[src/rtl/ycrcb_pkg.sv]
// ycrcb_pkg: shared byte width, default line-count width and 4:2:2 phase enum
package ycrcb_pkg;
  localparam int BW = 8;
  localparam int XW_DEF = 10;
  typedef enum logic [1:0] {C0, Y0, C1, Y1} phase_e;
endpackage

[src/rtl/ycrcb422_unpack.sv]
// ycrcb422_unpack: interleaved 4:2:2 byte stream to one y/cr/cb triplet per pixel
module ycrcb422_unpack
  import ycrcb_pkg::*;
#(
  parameter int XW = XW_DEF,
  parameter bit CB_FIRST = 1'b1
) (
  input  logic          clk,
  input  logic          rst_n,
  input  logic [BW-1:0] din,
  input  logic          din_valid,
  input  logic          din_sol,
  output logic [BW-1:0] y,
  output logic [BW-1:0] cr,
  output logic [BW-1:0] cb,
  output logic          pix_valid,
  output logic          pix_sol,
  output logic [XW-1:0] hcount,
  output logic          sync_err
);
  phase_e phase, phase_nx, eff;
  logic [BW-1:0] c0_q, c1_q, y0_q, c1v, y_nx, cb_nx, cr_nx;
  logic [XW-1:0] cnt;
  logic started, pend, emit;
  always_ff @(posedge clk) phase <= !rst_n ? C0 : phase_nx;
  // a start-of-line byte is always the first chroma byte, whatever the phase
  always_comb begin
    eff = din_sol ? C0 : phase;
    phase_nx = !din_valid ? phase : eff == C0 ? Y0 : eff == Y0 ? C1 : eff == C1 ? Y1 : C0;
  end
  always_comb begin
    emit = din_valid && started && (eff == C1 || eff == Y1);
    c1v = eff == C1 ? din : c1_q;
    y_nx = eff == C1 ? y0_q : din;
    cb_nx = CB_FIRST ? c0_q : c1v;
    cr_nx = CB_FIRST ? c1v : c0_q;
  end
  always_ff @(posedge clk) begin
    if (!rst_n) begin
      y <= '0;
      cr <= '0;
      cb <= '0;
      pix_valid <= 1'b0;
      pix_sol <= 1'b0;
      hcount <= '0;
      sync_err <= 1'b0;
      c0_q <= '0;
      c1_q <= '0;
      y0_q <= '0;
      cnt <= '0;
      started <= 1'b0;
      pend <= 1'b0;
    end else begin
      pix_valid <= emit;
      pix_sol <= emit && pend;
      sync_err <= din_valid && din_sol && phase != C0;
      if (din_valid) begin
        if (din_sol) begin
          started <= 1'b1;
          pend <= 1'b1;
          cnt <= '0;
        end
        if (eff == C0) c0_q <= din;
        if (eff == Y0) y0_q <= din;
        if (eff == C1) c1_q <= din;
      end
      if (emit) begin
        y <= y_nx;
        cb <= cb_nx;
        cr <= cr_nx;
        hcount <= cnt;
        cnt <= &cnt ? cnt : cnt + 1'b1;
        pend <= 1'b0;
      end
    end
  end
endmodule
[config.mk]
export PLATFORM = sky130hd
export DESIGN_NAME = ycrcb422_unpack
export DESIGN_NICKNAME = d
export VERILOG_FILES = /design/src/rtl/ycrcb_pkg.sv /design/src/rtl/ycrcb422_unpack.sv
export SDC_FILE = /design/constraint.sdc
export NUM_CORES = 1
export LEC_CHECK = 0
export CAP_MARGIN = 30
export CORE_ASPECT_RATIO = 0.7
export CORE_MARGIN = 10
export CORE_UTILIZATION = 53
export DETAILED_ROUTE_END_ITERATION = 12
export PLACE_DENSITY = 0.77
export SKIP_CTS_REPAIR_TIMING = 1
export SLEW_MARGIN = 20
export SYNTH_ARGS = -nofsm -noshare
export SYNTH_HDL_FRONTEND = slang
export SYNTH_SLANG_ARGS = --single-unit
[constraint.sdc]
create_clock -name clk -period 2.5 [get_ports clk]
set_clock_uncertainty 0.05 [all_clocks]
set_input_delay 0.75 -clock clk [delete_from_list [all_inputs] [get_ports clk]]
set_output_delay 0.75 -clock clk [all_outputs]
set_load 0.005 [all_outputs]
==> out/metrics.cfg <==
[min_path]
min_from = c0_q[7]
hold_depth = 2
hold_class = flop to flop
whs_endpoint = cb[7]

[synth]
synth_edf_count = 0
synth_area_leaders = dfxtp_1, nand2_1, a21boi_0, mux2i_1, o211a_1
synth_ff_type = dfxtp_1
synthTopCellsByCount = nand2_1, dfxtp_1, a21boi_0
ys_seq_area_share_pct = 47.2
netlist_area_mm2 = 0.00318
syn-num-nets = 363
synth.distinct_cells = 37
synth-seq-cells = 75
async_flop_share_pct = 0
synth.most_common_cell = nand2_1
synth.top_cell.area_share_pct = 47.2
synth_warnings = 0
synth.avg_cell_area_um2 = 9.16
synth_top_area_cell = dfxtp_1
netlist_instances = 347

[sta]
finalSetupViolCount = 0
rsz0062_at_grt = no
final-hold-violation-count = 0
maxSlewHeadroom_pct = 78.6
worst_slew_pin_slew_ns = 0.321
tns_ns = 0
post-route-period-util_pct = 84.4
clock.fmax_mhz = 474
slew_violations = 0
fin_crit_ns = 2.11

[flow_run]
max-cap-violations = 0

[route]
drc = 0
vias = 2611
vias_per_cell = 5.54
antenna_left = 0
drt-wirelength-per-cell_um = 15.8
drt_first_pass_iters = 7
drtIter0Drc = 149
routed_wl_um = 7430

[power]
ir_worst_vdd_mv = 0.315
power_leakage_nw = 1.63
finalPower_mw = 2.24
power.density_mw_per_mm2 = 565

[global_route]
grt_pass1_vias = 2663
grt_max_degree = 80
met3_usage_pct = 7.68
grt_pass1_wl_um = 12900
met2_usage_pct = 24.6
grtUsageMet1_pct = 20.0
grt_usage_pct = 16.2
grt_overflow = 0
antenna_found_initial = 0
grt-busiest-layer = met2

[critical_path]
critPathRequiredTime_ns = 2.72
worstSetupPathType = input pin to flop
cp_num_buf_inv = 3
slowest_delay_ns = 0.48
critPathArrivalTime_ns = 2.33
r2r_slack_ns = 0.73
path_common_cell = nand2_1
path_max_fanout = 25
worst_path_max_delay_cell = clkdlybuf4s50_1
path_delay_family = buffers and inverters
startpoint_type = input pin
end_kind = flop
worstReg2RegStart = cnt[0]
reg2reg_depth = 5
path_cells = clkdlybuf4s50_1 -> nand2b_1 -> inv_2 -> ha_1 -> buf_12 -> nand2_1 -> nand2_1 -> a21boi_0
r2r_end = cnt[7]

[clocking]
cts_max_level = 3
cts_inserted_buffers = 9
cts_tree = done
clk_latency_ns = 0.35
cts.sinks = 75
cts_buffer_depth = 2
cts_root_buf = clkbuf_8
clkTransAtPathRegs_ns = 0.07

[finish]
antenna_cells = 0
fillers = 454
multiInputGateArea_mm2 = 0.00154
final_core_util_pct = 68.8
seqCellArea_mm2 = 0.00150
final_layout_size_suffix_gt1_share_pct = 9.60
area.growth.synth_to_final_pct = 24.7
nNetsFinal = 408
instances_no_fill = 471
final_area_mm2 = 0.00396

[outcome]
outcome = completed

[place]
port_buffers = 48
dpl.hpwl_um = 5000
place_area_mm2 = 0.00378
gp_congestion = 0.792
dp.cells = 456

[floorplan]
die_h_um = 84.8
die_w_um = 113
core_mm2 = 0.00576
num_io_pins = 49
rows = 23
start_util_pct = 55.2
dieArea_mm2 = 0.00954

## report_power, final
part	leakage (nW)	switching, mW	internal, mW
Combinational	0.933	0.0771	0.0622
Sequential	0.607	0.0106	1.21
Clock	0.0946	0.430	0.448
Total	1.63	0.518	1.72
## flip-flops by register name, indices dropped and copies added, names as in the netlist
| signal | flops |
|---|---|
| c0_q | 8 |
| c1_q | 8 |
| cb | 8 |
| cnt | 10 |
| cr | 8 |
| hcount | 10 |
| pend | 1 |
| phase | 2 |
| pix_sol | 1 |
| pix_valid | 1 |
| started | 1 |
| sync_err | 1 |
| y | 8 |
| y0_q | 8 |
## layout make-up
class / count / share of cell area (%)
clock buffers: 9 / 3.13
multi-input cells: 242 / 38.8
well taps: 75 / 2.37
inverters: 3 / 0.284
clock inverters: 6 / 1.45
flip-flops and latches: 75 / 37.9
repair buffers: 61 / 16.0
## how the worst max path moves through the flow
stage / startpoint / endpoint / cells after the start
floorplan: din_sol / y[5] / 8
global placement: din_sol / y[2] / 8
detailed placement: din_sol / c1_q[0] / 8
CTS: din_sol / c1_q[1] / 8
global route: din_sol / c1_q[1] / 8
finish: din_sol / c1_q[1] / 8
## worst min-delay path: stages, from the launching register on
cell,delay (ns)
dfxtp_1,0.31
nand2_1,0.05
a21boi_1,0.05
## placed cells by master (no fill, tap or decap), types with 5 or more instances in the layout
cell and count:
o21ai_0 8, clkdlybuf4s50_1 47, clkbuf_8 9, mux2i_1 20
nand2_1 85, a21boi_0 39, dfxtp_1 75, buf_4 8
buf_12 5, o211a_1 20, nand3_1 29
## routing by layer
metal	part of all wire, %	wire length (um)	vias to the layer above
li1	-	-	1296
met1	47	3520	1251
met2	45	3320	56
met3	7.1	525	8
met4	0.77	57	0
met5	0	0	-
## logic make-up after synthesis
group | after synthesis | share of synthesized area (%)
flops | 75 | 47.2
buf+inv | 30 | 4.37
simple gates | 135 | 19.6
mux | 20 | 6.30
compound gates | 83 | 20.9
fa+ha+maj | 4 | 1.57
## metrics by stage
stage	hold slack, ns	setup slack, ns
3_5_place_dp	0.397	0.0453
5_1_grt	0.433	0.261
2_1_floorplan	0.381	0.368
4_1_cts	0.406	0.388
6_report	0.404	0.389
3_3_place_gp	0.395	0.0789
Power figures use the tool's default switching activity.
